$ cat src/rtl/apu_mixer_n_if.sv
// Bundle of mixer control, sample inputs and audio outputs shared between
// the tone-generator side (master) and the mixer (slave).
interface apu_mixer_n_if #(
    parameter int CHANNELS   = 4,
    parameter int IN_WIDTH   = 4,
    parameter int GAIN_WIDTH = 4,
    parameter int OUT_WIDTH  = 8
);
    logic                            sample_en;
    logic [CHANNELS*IN_WIDTH-1:0]    ch_data;
    logic [CHANNELS*GAIN_WIDTH-1:0]  ch_gain;
    logic [CHANNELS-1:0]             ch_mute;
    logic [OUT_WIDTH-1:0]            mix;
    logic                            mix_valid;
    logic                            clip;
    logic                            overrun;
    logic                            busy;
    logic [3:0]                      dac;
    logic                            pwm;

    modport master (
        output sample_en, ch_data, ch_gain, ch_mute,
        input  mix, mix_valid, clip, overrun, busy, dac, pwm
    );

    modport slave (
        input  sample_en, ch_data, ch_gain, ch_mute,
        output mix, mix_valid, clip, overrun, busy, dac, pwm
    );
endinterface

$ cat src/rtl/apu_mixer_n.sv
// N-channel time-multiplexed audio mixer: one gain multiply per clk into an
// accumulator, shift + saturate, then a PWM or sigma-delta 1-bit modulator.
module apu_mixer_n #(
    parameter int CHANNELS   = 4,
    parameter int IN_WIDTH   = 4,
    parameter int GAIN_WIDTH = 4,
    parameter int OUT_WIDTH  = 8,
    parameter int SHIFT      = 2,
    parameter int MODE       = 0
) (
    input  logic          clk,
    input  logic          rst_n,
    apu_mixer_n_if.slave  bus
);
    localparam int IDX_W  = (CHANNELS > 1) ? $clog2(CHANNELS) : 1;
    localparam int PROD_W = IN_WIDTH + GAIN_WIDTH;
    localparam int ACC_W  = PROD_W + $clog2(CHANNELS + 1);
    localparam int EXT_W  = ACC_W + OUT_WIDTH;
    localparam logic [EXT_W-1:0] MAX_MIX = {{ACC_W{1'b0}}, {OUT_WIDTH{1'b1}}};

    typedef enum logic [1:0] {IDLE, ACCUM, DONE} state_t;

    state_t                          state_reg;
    logic [CHANNELS*IN_WIDTH-1:0]    snap_data_reg;
    logic [CHANNELS*GAIN_WIDTH-1:0]  snap_gain_reg;
    logic [CHANNELS-1:0]             snap_mute_reg;
    logic [ACC_W-1:0]                acc_reg;
    logic [IDX_W-1:0]                idx_reg;
    logic [OUT_WIDTH-1:0]            mix_reg;
    logic                            mix_valid_reg;
    logic                            clip_reg;
    logic                            overrun_reg;
    logic                            busy_reg;

    logic [IN_WIDTH-1:0]   data_arr [CHANNELS];
    logic [GAIN_WIDTH-1:0] gain_arr [CHANNELS];
    logic [PROD_W-1:0]     prod;
    logic [EXT_W-1:0]      ext_sum;
    logic                  start;

    for (genvar gi = 0; gi < CHANNELS; gi++) begin : gen_unpack
        assign data_arr[gi] = snap_data_reg[gi*IN_WIDTH +: IN_WIDTH];
        assign gain_arr[gi] = snap_gain_reg[gi*GAIN_WIDTH +: GAIN_WIDTH];
    end

    // Single shared multiplier, walked across channels by idx_reg.
    assign prod = snap_mute_reg[idx_reg] ? '0
                : PROD_W'(data_arr[idx_reg]) * PROD_W'(gain_arr[idx_reg]);

    assign ext_sum = {{OUT_WIDTH{1'b0}}, acc_reg} >> SHIFT;

    // DONE can take a new frame in the same cycle it publishes the result.
    assign start = bus.sample_en && (state_reg != ACCUM);

    always_ff @(posedge clk) begin
        if (!rst_n) begin
            state_reg     <= IDLE;
            snap_data_reg <= '0;
            snap_gain_reg <= '0;
            snap_mute_reg <= '0;
            acc_reg       <= '0;
            idx_reg       <= '0;
            mix_reg       <= '0;
            mix_valid_reg <= 1'b0;
            clip_reg      <= 1'b0;
            overrun_reg   <= 1'b0;
            busy_reg      <= 1'b0;
        end else begin
            mix_valid_reg <= 1'b0;
            overrun_reg   <= 1'b0;
            case (state_reg)
                IDLE: ;
                ACCUM: begin
                    acc_reg     <= acc_reg + ACC_W'(prod);
                    idx_reg     <= idx_reg + IDX_W'(1);
                    overrun_reg <= bus.sample_en;
                    if (idx_reg == IDX_W'(CHANNELS - 1))
                        state_reg <= DONE;
                end
                DONE: begin
                    if (ext_sum > MAX_MIX) begin
                        mix_reg  <= '1;
                        clip_reg <= 1'b1;
                    end else begin
                        mix_reg  <= ext_sum[OUT_WIDTH-1:0];
                        clip_reg <= 1'b0;
                    end
                    mix_valid_reg <= 1'b1;
                    busy_reg      <= 1'b0;
                    state_reg     <= IDLE;
                end
                default: state_reg <= IDLE;
            endcase
            if (start) begin
                snap_data_reg <= bus.ch_data;
                snap_gain_reg <= bus.ch_gain;
                snap_mute_reg <= bus.ch_mute;
                acc_reg       <= '0;
                idx_reg       <= '0;
                busy_reg      <= 1'b1;
                state_reg     <= ACCUM;
            end
        end
    end

    if (MODE == 0) begin : gen_pwm
        logic [OUT_WIDTH-1:0] pc_reg;
        logic [OUT_WIDTH-1:0] hold_reg;
        logic                 pwm_reg;
        // Duty only changes at the period boundary to avoid mid-period glitches.
        always_ff @(posedge clk) begin
            if (!rst_n) begin
                pc_reg   <= '0;
                hold_reg <= '0;
                pwm_reg  <= 1'b0;
            end else begin
                pc_reg  <= pc_reg + OUT_WIDTH'(1);
                pwm_reg <= (pc_reg < hold_reg);
                if (pc_reg == '1)
                    hold_reg <= mix_reg;
            end
        end
        assign bus.pwm = pwm_reg;
    end else begin : gen_sd
        logic [OUT_WIDTH:0]   sd_reg;
        logic [OUT_WIDTH-1:0] hold_reg;
        always_ff @(posedge clk) begin
            if (!rst_n) begin
                sd_reg   <= '0;
                hold_reg <= '0;
            end else begin
                sd_reg <= {1'b0, sd_reg[OUT_WIDTH-1:0]} + {1'b0, hold_reg};
                if (mix_valid_reg)
                    hold_reg <= mix_reg;
            end
        end
        assign bus.pwm = sd_reg[OUT_WIDTH];
    end

    assign bus.mix       = mix_reg;
    assign bus.mix_valid = mix_valid_reg;
    assign bus.clip      = clip_reg;
    assign bus.overrun   = overrun_reg;
    assign bus.busy      = busy_reg;
    assign bus.dac       = mix_reg[OUT_WIDTH-1 -: 4];
endmodule

$ cat src/flat_wrapper.sv
// flat-port wrapper written by rule: the top's interface ports become plain ports
module apu_mixer_n_flat 
#(
    parameter int CHANNELS   = 4,
    parameter int IN_WIDTH   = 4,
    parameter int GAIN_WIDTH = 4,
    parameter int OUT_WIDTH  = 8,
    parameter int SHIFT      = 2,
    parameter int MODE       = 0
)
  (clk, rst_n, bus_sample_en, bus_ch_data, bus_ch_gain, bus_ch_mute, bus_mix, bus_mix_valid, bus_clip, bus_overrun, bus_busy, bus_dac, bus_pwm);
  apu_mixer_n_if #(.CHANNELS(CHANNELS), .IN_WIDTH(IN_WIDTH), .GAIN_WIDTH(GAIN_WIDTH), .OUT_WIDTH(OUT_WIDTH)) bus_i ();
  input  logic clk;
  input  logic rst_n;
  input wire logic [$bits(bus_i.sample_en)-1:0] bus_sample_en;
  input wire logic [$bits(bus_i.ch_data)-1:0] bus_ch_data;
  input wire logic [$bits(bus_i.ch_gain)-1:0] bus_ch_gain;
  input wire logic [$bits(bus_i.ch_mute)-1:0] bus_ch_mute;
  output wire logic [$bits(bus_i.mix)-1:0] bus_mix;
  output wire logic [$bits(bus_i.mix_valid)-1:0] bus_mix_valid;
  output wire logic [$bits(bus_i.clip)-1:0] bus_clip;
  output wire logic [$bits(bus_i.overrun)-1:0] bus_overrun;
  output wire logic [$bits(bus_i.busy)-1:0] bus_busy;
  output wire logic [$bits(bus_i.dac)-1:0] bus_dac;
  output wire logic [$bits(bus_i.pwm)-1:0] bus_pwm;
  assign bus_i.sample_en = bus_sample_en;
  assign bus_i.ch_data = bus_ch_data;
  assign bus_i.ch_gain = bus_ch_gain;
  assign bus_i.ch_mute = bus_ch_mute;
  assign bus_mix = bus_i.mix;
  assign bus_mix_valid = bus_i.mix_valid;
  assign bus_clip = bus_i.clip;
  assign bus_overrun = bus_i.overrun;
  assign bus_busy = bus_i.busy;
  assign bus_dac = bus_i.dac;
  assign bus_pwm = bus_i.pwm;
  apu_mixer_n #(.CHANNELS(CHANNELS), .IN_WIDTH(IN_WIDTH), .GAIN_WIDTH(GAIN_WIDTH), .OUT_WIDTH(OUT_WIDTH), .SHIFT(SHIFT), .MODE(MODE)) u_core (.clk(clk), .rst_n(rst_n), .bus(bus_i));
endmodule
$ cat config.mk
export PLATFORM = sky130hd
export DESIGN_NAME = apu_mixer_n_flat
export DESIGN_NICKNAME = d
export VERILOG_FILES = /design/src/rtl/apu_mixer_n_if.sv /design/src/rtl/apu_mixer_n.sv /design/src/flat_wrapper.sv
export SDC_FILE = /design/constraint.sdc
export NUM_CORES = 1
export LEC_CHECK = 0
export ABC_AREA = 1
export CORE_MARGIN = 2
export CORE_UTILIZATION = 55
export CTS_CLUSTER_DIAMETER = 150
export DETAILED_ROUTE_END_ITERATION = 8
export HOLD_SLACK_MARGIN = 0.08
export PLACE_DENSITY_LB_ADDON = 0.3
export SYNTH_ARGS = -nofsm -noshare
export SYNTH_HDL_FRONTEND = slang
export SYNTH_SLANG_ARGS = --single-unit
$ cat constraint.sdc
create_clock -name clk -period 9.7 [get_ports clk]
set_input_delay 1.94 -clock clk [delete_from_list [all_inputs] [get_ports clk]]
set_output_delay 1.94 -clock clk [all_outputs]
set_load 0.02 [all_outputs]
==> flow_summary_export.csv <==
group,metric,value,unit
run_status,status,"completed",
cells_and_area,final_cell_mix,"nand2_1, inv_1, dfxtp_1",
worst_setup_path,cp_max_fo,34,
clock_tree,clock_path_buffers,2,
clock_tree,cts_buffers,9,
grt,gr-total-overflow,0,
detailed_routing,drt-total-wl,9.30,mm
synth,synth_seq_cells,80,
pwr,seq_power_share,49.8,%
synth,synthTopCellsByArea,"dfxtp_1, nand2_1, ha_1",
pwr,netSwitchingPower,0.200,mW
hold_path,hold_start,"u_core.snap_gain_reg[15]$_SDFFE_PN0P_",
timing,finalSetupTns,0,ns
pwr,internal_power,0.515,mW
pwr,vdd_drop_max,0.0908,mV
timing,maxSlewHeadroom,38.8,%
synth,syn_area,4230,um^2
cells_and_area,fillers,620,
worst_setup_path,critPathArrivalTime,5.03,ns
clock_tree,worstSkewPairLatency,0.36,ns
timing,clock.fmax,0.210,GHz
synth,netlist_instances,574,
timing,rsz0062_at_grt,"false",
placement,gp_congestion,0.961,
detailed_routing,vias_per_cell,5.24,
detailed_routing,drtAntennaViolNets,0,
synth,synth_nets,647,
detailed_routing,drt_iter0_drc,118,
timing,drv_slew,0,
pwr,p_per_area,144,nW/um^2
cells_and_area,diodes,0,
worst_setup_path,path_class,"reg -> reg",
worst_setup_path,crit_required,9.96,ns
timing,tightest_slew,0.917,ns
cells_and_area,final_cells,723,
grt,gr-usage-all-layers,22.9,%
clock_tree,post_cts_buffers,0,
cells_and_area,final_common_cell,"nand2_1",
detailed_routing,firstDrtPassIters,5,
grt,antenna_found_initial,0,
floorplan,die_h,91.7,um
timing,skew,0.00872,ns
timing,finalSetupViolations,0,
worst_setup_path,reg2reg_from,"u_core.idx_reg[0]$_SDFFE_PP0P_",
flow_run,drv_cap,0,
pwr,leakage,2.17,nW
grt,grt_pass1_wl,15.7,mm
hold_path,min_path_type,"reg -> reg",
cells_and_area,area_delta_synth_final,17.7,%
pwr,switching_share,28.0,%
synth,yosysTopAreaCell,"dfxtp_1",
pwr,p_comb_share,14.9,%
floorplan,initial_core_util,57.4,%
floorplan,num_rows,31,
detailed_routing,wl_per_cell,12.9,um
synth,synth_edf_count,0,
synth,netlist.area_leader.share,37.9,%
timing,fin_crit,4.77,ns
synth,async_reset_ff_share,0,%
timing,hold_viol,0,
floorplan,die_w,91.7,um
timing,period_share,49.1,%
synth,yosysSeqAreaShare,37.9,%
floorplan,die-area,8410,um^2
worst_setup_path,crit_start,"u_core.idx_reg[0]$_SDFFE_PP0P_",
placement,hpwl,7.00,mm
synth,yosys.cell_types.count,38,
clock_tree,hold_buffers,0,
detailed_routing,drc,0,
synth,ys.warnings.count,0,
worst_setup_path,cp-start-kind,"flop",
synth,ys.flop_type,"dfxtp_1",
cells_and_area,fin_nets,692,
grt,grt_max_degree,35,
cells_and_area,drive_gt1_share,5.13,%
pwr,p_clk_share,35.3,%
detailed_routing,num_vias,3792,
clock_tree,cts_tree,"yes",
placement,io_buffers,55,
grt,grt_pass1_vias,3617,
clock_tree,clockRootBuffer,"clkbuf_8",
clock_tree,cts_resized,0,
synth,avgSynthCellArea,7.37,um^2
worst_setup_path,end_kind,"flop",
clock_tree,clock-sinks,80,
floorplan,io_pins,56,
clock_tree,path_clk_slew,0.09,ns
clock_tree,h-tree-depth,3,
floorplan,core_area,7370,um^2
placement,dp_cells,707,
## area by class of cell
cell class	instances	area [um^2]	area share [%]
Multi-Input combinational cell	382	2140	43.0
Sequential cell	80	1600	32.2
Timing Repair Buffer	56	558	11.2
Inverter	90	348	6.99
Clock buffer	10	138	2.76
Tap cell	99	124	2.49
Clock inverter	6	67.6	1.36
## synth_stat cells (3+ instances only)
cell,instances
nor3_1,16
nor2_1,51
fa_1,5
a211oi_1,6
buf_4,5
a21oi_1,65
inv_1,84
buf_2,11
inv_2,3
ha_1,29
buf_6,3
dfxtp_1,80
nand2_1,102
nand3_1,17
o21ai_0,67
xor2_1,3
## routing by layer
metal	GRT usage, %	wire, um
met5	0	0
met4	8.83	155
met3	4.60	412
met2	40.9	4610
met1	26.8	4120
## cell families after synthesis
family          after synthesis  share of synthesized area (%)
fa+ha+maj                    34                           10.9
xor+xnor                      5                           1.04
compound gates              143                           17.8
buf+inv                     112                           11.5
simple gates                200                           20.8
flops                        80                           37.9
## power groups by stage
stage / registers [mW] / logic (mW) / clock network [mW]
floorplan: 0.360 / 0.0740 / 0
global placement: 0.363 / 0.103 / 0
detailed placement: 0.364 / 0.106 / 0
CTS: 0.356 / 0.107 / 0.255
global route: 0.358 / 0.120 / 0.270
finish: 0.356 / 0.107 / 0.252
## stage by stage
stage	hold WS, ns	power (mW)	utilization, %	area, um^2	worst slack, ns
after floorplan	0.423	0.434	-	4230	5.66
after global placement	0.440	0.466	64.8	4770	5.11
after detailed placement	0.447	0.469	64.8	4770	5.00
after CTS	0.465	0.717	67.6	4980	4.97
after global routing	0.481	0.749	67.6	4980	4.46
final	0.462	0.715	67.6	4980	4.93
## critical path: stages (launching register included)
cell	delay, ns
dfxtp_1	0.93
o21ai_0	0.22
a21oi_1	0.32
nor2_1	0.12
fa_1	0.54
inv_1	0.05
fa_1	0.53
inv_1	0.07
ha_1	0.19
a21oi_1	0.19
o21ai_0	0.11
a21oi_1	0.16
nand2_1	0.07
nand2_1	0.06
nor2_1	0.06
ha_1	0.36
nand2_1	0.10
nor2_1	0.17
nand3_1	0.12
nand3_1	0.13
nand3_1	0.07
nand2_1	0.07
nor2_1	0.03
## path summary, 6_finish.rpt
kind | end | slack, ns | cells past startpoint
setup reg to reg | u_core.acc_reg[9]$_SDFFE_PP0P_ | 4.93 | 22
hold reg to reg | u_core.snap_gain_reg[15]$_SDFFE_PN0P_ | 0.46 | 2
setup / recovery | u_core.acc_reg[9]$_SDFFE_PP0P_ | 4.93 | 22
hold / removal | u_core.snap_gain_reg[15]$_SDFFE_PN0P_ | 0.46 | 2
No activity file was read; power rests on OpenSTA's default activity.
==> patch 1, RTL diff (config.mk and constraints unchanged) <==
`CHANNELS` is set to 4 in 3 places; all go to 2.
--- a/src/rtl/apu_mixer_n_if.sv
+++ b/src/rtl/apu_mixer_n_if.sv
@@ -3,3 +3,3 @@
 interface apu_mixer_n_if #(
-    parameter int CHANNELS   = 4,
+    parameter int CHANNELS   = 2,
     parameter int IN_WIDTH   = 4,
--- a/src/rtl/apu_mixer_n.sv
+++ b/src/rtl/apu_mixer_n.sv
@@ -3,3 +3,3 @@
 module apu_mixer_n #(
-    parameter int CHANNELS   = 4,
+    parameter int CHANNELS   = 2,
     parameter int IN_WIDTH   = 4,
--- a/src/flat_wrapper.sv
+++ b/src/flat_wrapper.sv
@@ -3,3 +3,3 @@
 #(
-    parameter int CHANNELS   = 4,
+    parameter int CHANNELS   = 2,
     parameter int IN_WIDTH   = 4,
Ports: changed (resized bus_ch_data, bus_ch_gain and bus_ch_mute); port bits go from 56 to 38. The function was not compared with the original's and may differ.
==> patch 1 against the unedited design <==
- power is 24% lower
- core utilization hardly changed
- largest cell class unchanged
- sequential cell count is 21 lower
- first-iteration DRC count is 11% higher
- final area is 24% lower
- die area is 23% lower
- area after synthesis is 24% lower
- setup slack better by 260 ps
- routed wire length is 29% lower
- largest power group unchanged
- critical path depth is 2 lower
==> patch 1: results (changes against the unedited design) <==
[placement]
gp_congestion=0.874  ; -9.0%
placed_cells=528  ; -25%
io_buffer_count=36  ; -35%
dp_hpwl_mm=5.09  ; -27%
pre_cts_slack_ps=5270  ; +267 ps

[global_routing]
track_usage_pct=23.3  ; +0.42 points
grt_pass1_vias=2721  ; -25%
grt_antenna_before_repair=0  ; unchanged
grt_start_max_net_pins=42  ; +20%
grt_pass1_wl_mm=11.6  ; -26%

[cts]
post_cts_resized=0  ; unchanged
path_clk_slew_ps=60  ; -30 ps
clk_latency_ps=340  ; -20 ps
cts_root_buf=clkbuf_8
htree_levels=3  ; unchanged
cts_buffer_depth=2  ; unchanged
cts_hold_buffers=0  ; unchanged
numCtsBuffers=9  ; unchanged
postCtsSetupBuffers=0  ; unchanged

[drt]
drtPass1Iterations=4  ; -1
via_per_inst=5.15  ; -1.8%
wl_per_cell_um=12.2  ; -4.9%
wl_mm=6.64  ; -29%
drtIter0Drc=131  ; +11%

[power]
leakage_nw=1.70  ; -22%
peakVddDrop_uv=106  ; +16%

[synthesis]
synth_cell_types=34  ; -11%
syn-num-nets=488  ; -25%
ys_seq_area_share_pct=36.7  ; -1.2 points
synthArstFlopShare_pct=0  ; unchanged
synth_area_leaders=dfxtp_1 (37%), nor2_1 (11%), ha_1 (11%)
postSynthAreaPerCell_um2=7.42  ; +0.69%
synth_commonest_cells=nor2_1 (94), nand2_1 (60), dfxtp_1 (59)
yosysWarnings=0  ; unchanged

[worst_setup_path]
reg2regPathDepth=20  ; -9.1%
worstPathArrival_ps=4770  ; -260 ps
regToRegStartpoint=u_core.idx_reg$_SDFFE_PP0P_
critical_path_class=reg -> reg
setup.worst_path.end=u_core.acc_reg[9]$_SDFFE_PP0P_
slowest_stage=dfxtp_1
slowest_delay_ps=640  ; -290 ps
path_max_fanout=11  ; -68%
r2r_slack_ps=5200  ; +260 ps

[outcome]
outcome=complete, no violations

[worst_hold_path]
worstHoldStart=u_core.gen_pwm.hold_reg[0]$_SDFFE_PN0N_
min_path_type=reg -> reg
holdPathStages=2  ; unchanged
min_to=u_core.gen_pwm.hold_reg[0]$_SDFFE_PN0N_

[timing]
holdWs_ps=459  ; -2.59 ps
layout_worst_path_cycle_share_pct=46.4  ; -2.7 points
slew_headroom_pct=59.1  ; +20 points
skew_ps=4.43  ; -4.30 ps
hold_viol=0  ; unchanged

[final_layout]
largest_reg_flops=10
drive_above_1_share_pct=7.01  ; +1.9 points
fill_cells=466  ; -25%
antennaDiodeCount=0  ; unchanged
nets=521  ; -25%

## patch 1: changes by cell type after synthesis, moves of 21 or more
cell     before  now
nand2_1     102   60
inv_1        84   46
o21ai_0      67   42
a21oi_1      65   29
nor2_1       51   94
dfxtp_1      80   59
## patch 1: stage by stage
step / instance area [um^2] / total power, mW
global route: 3760 / 0.569
CTS: 3760 / 0.544
detailed placement: 3590 / 0.346
floorplan: 3220 / 0.322
finish: 3760 / 0.542
global placement: 3590 / 0.343
## patch 1: routing by layer
layer	GRT usage, %	routed length (um)
met1	24.7	2830
met2	43.3	3370
met3	6.18	319
met4	9.32	116
met5	0	0
## patch 1: cells by family (layout without fill, tap and decap cells)
kind of cell	after synthesis	in the layout	share of synthesized area, %
AND/OR/NAND/NOR	184	184	23.5
AO/OA/AOI/OAI	81	81	13.6
buffers and inverters	64	101	8.59
flip-flops	59	59	36.7
adder cells (fa/ha/maj)	33	33	14.0
multiplexers	8	8	2.49
XOR/XNOR	4	4	1.09
other	1	1	0.116
## patch 1: final cells by class
type / instances / area [um^2] / area share, %
Sequential cell: 59 / 1180 / 31.4
Tap cell: 72 / 90.1 / 2.39
Clock buffer: 13 / 169 / 4.49
Multi-Input combinational cell: 311 / 1760 / 46.8
Clock inverter: 2 / 10.0 / 0.266
Inverter: 49 / 184 / 4.89
Timing Repair Buffer: 37 / 368 / 9.77
## patch 1: worst max-delay path: cells and delay by family, from the launching register on
family | cells | cell delay (ps)
AO/OA/AOI/OAI | 5 | 590
buffers and inverters | 2 | 120
flip-flops | 1 | 640
adder cells (fa/ha/maj) | 4 | 1860
multiplexers | 1 | 230
AND/OR/NAND/NOR | 8 | 990
## patch 1: power breakdown
group / internal (mW) / switching [mW]
sequential: 0.254 / 0.00878
clock: 0.111 / 0.0896
combinational: 0.0327 / 0.0458
total: 0.398 / 0.144
==> patch 2, RTL diff (config.mk and constraints unchanged) <==
Made on the original files. Encoding of `state_t`: now one-hot (3 bits for 3 states).
--- a/src/rtl/apu_mixer_n.sv
+++ b/src/rtl/apu_mixer_n.sv
@@ -20,3 +20,3 @@
 
-    typedef enum logic [1:0] {IDLE, ACCUM, DONE} state_t;
+    typedef enum logic [2:0] {IDLE = 3'b001, ACCUM = 3'b010, DONE = 3'b100} state_t;
 
Formal check against the unedited RTL: no difference found for any inputs over 4 cycles, from zero or initial values and one cycle with rst_n low; so few cycles prove little.
==> patch 2 against the unedited design <==
- setup slack better by 100 ps
- final area down 1.1%
- sequential cell count up 1
- via count down 1.3%
- routed wire length down 4.5%
- power down 8.0%
- combinational power down 23%
- area after synthesis up 1.1%
- largest power group unchanged
==> patch 2: results (changes against the unedited design) <==
[global_routing]
use_met1_pct=25.2  ; -1.6 points
grt_pass1_wl_mm=15.6  ; -0.49%
grt_start_max_net_pins=56  ; +60%
grt_use_met2_pct=41.7  ; +0.86 points
track_usage_pct=22.4  ; -0.43 points
use_met3_pct=3.62  ; -0.99 points

[placement]
dp_hpwl_mm=6.66  ; -4.8%
gp_congestion=0.913  ; -5.0%

[synthesis]
synth_compound_area_share_pct=16.3  ; -1.5 points
syn-num-nets=652  ; +0.77%
ys_seq_area_share_pct=37.9  ; +0.058 points
synth_commonest_cells=nor2_1 (112), nand2_1 (93), dfxtp_1 (81)
yosys.area_share.xor_xnor_pct=1.02  ; -0.011 points
post_synth_fa_ha_maj_area_fraction_pct=10.8  ; -0.12 points
synth_cell_types=35  ; -7.9%
synth_area_leaders=dfxtp_1 (38%), nor2_1 (9.8%), ha_1 (8.5%)

[power]
pwr-share-seq_pct=54.1  ; +4.3 points
p_comb_share_pct=12.5  ; -2.4 points
leakage_nw=2.10  ; -3.4%
p_sw_mw=0.180  ; -10%
peakVddDrop_uv=73.1  ; -20%

[final_layout]
drive_above_1_share_pct=5.45  ; +0.32 points
nets=692  ; unchanged

[drt]
via_per_inst=5.15  ; -1.7%
drtPass1Iterations=4  ; -1
wl_met1_mm=3.97  ; -3.6%
dr_wl_met2_mm=4.38  ; -4.9%
dr_wl_met3_um=289  ; -30%
drtIter0Drc=107  ; -9.3%
ant_nets=0  ; unchanged
wl_per_cell_um=12.2  ; -4.9%

[worst_setup_path]
path_max_fanout=22  ; -35%
cp-start-kind=register
r2r-end=u_core.acc_reg[9]$_SDFFE_PP0P_
r2r_slack_ps=5030  ; +100 ps
slowest_stage=fa_1
regToRegStartpoint=u_core.idx_reg[0]$_SDFFE_PP0P_
worstPathArrival_ps=4900  ; -130 ps
slowest_delay_ps=550  ; -380 ps
reg2regPathDepth=22  ; unchanged

[cts]
postCtsSetupBuffers=0  ; unchanged
cts_buffer_depth=2  ; unchanged
htree_levels=3  ; unchanged
post_cts_resized=0  ; unchanged
clk_latency_ps=350

[outcome]
outcome=complete, no violations

[timing]
layout_worst_path_cycle_share_pct=48.1  ; -1.1 points
slew_headroom_pct=51.8  ; +13 points
skew_ps=9.11  ; +0.392 ps
holdWs_ps=449  ; -13.2 ps

[worst_hold_path]
worstHoldStart=u_core.snap_data_reg[0]$_SDFFE_PN0P_
min_to=u_core.snap_data_reg[0]$_SDFFE_PN0P_

-- patch 2: changes by cell type after synthesis, sizes merged, moves of 4 or more --
cell	before	now
nand3	19	23
nor2	54	115
a32oi	1	5
inv	89	62
clkbuf	2	6
nand2	105	97
a21oi	65	50
o21ai	67	57
nor3	16	6
-- patch 2: worst max path at each step --
stage / to / depth (start not counted)
finish: u_core.acc_reg[9]$_SDFFE_PP0P_ / 22
global route: u_core.acc_reg[9]$_SDFFE_PP0P_ / 22
CTS: u_core.acc_reg[9]$_SDFFE_PP0P_ / 22
detailed placement: u_core.acc_reg[9]$_SDFFE_PP0P_ / 22
global placement: u_core.acc_reg[9]$_SDFFE_PP0P_ / 22
floorplan: u_core.acc_reg[9]$_SDFFE_PP0P_ / 23
-- patch 2: area by class of cell --
| type | count | area (um^2) |
|---|---|---|
| clock inverters | 5 | 37.5 |
| clock buffers | 11 | 131 |
| repair buffers | 56 | 558 |
| inverters | 62 | 233 |
| fillers | 664 | 2720 |
| flip-flops and latches | 81 | 1620 |
| well taps | 102 | 128 |
| multi-input cells | 409 | 2220 |
-- patch 2: cells by family (layout without fill, tap and decap cells) --
logic type	Yosys count	in the layout
adders and majority gates	34	34
and+or+nand+nor	244	244
xor gates and xnor gates	5	5
AOI/OAI and AO/OA	126	126
buffers and inverters	89	134
DFF	81	81
-- patch 2: per-stage QoR --
stage | instance area, um^2 | worst slack, ps | utilization [%] | std cells | total power, mW
after floorplan | 4280 | 5640 | - | 579 | 0.418
after global placement | 4760 | 5270 | 62.2 | 710 | 0.443
after detailed placement | 4760 | 5090 | 62.2 | 710 | 0.446
after CTS | 4920 | 5050 | 64.4 | 726 | 0.662
after global routing | 4920 | 4610 | 64.4 | 726 | 0.690
final | 4920 | 5030 | 64.4 | 726 | 0.658
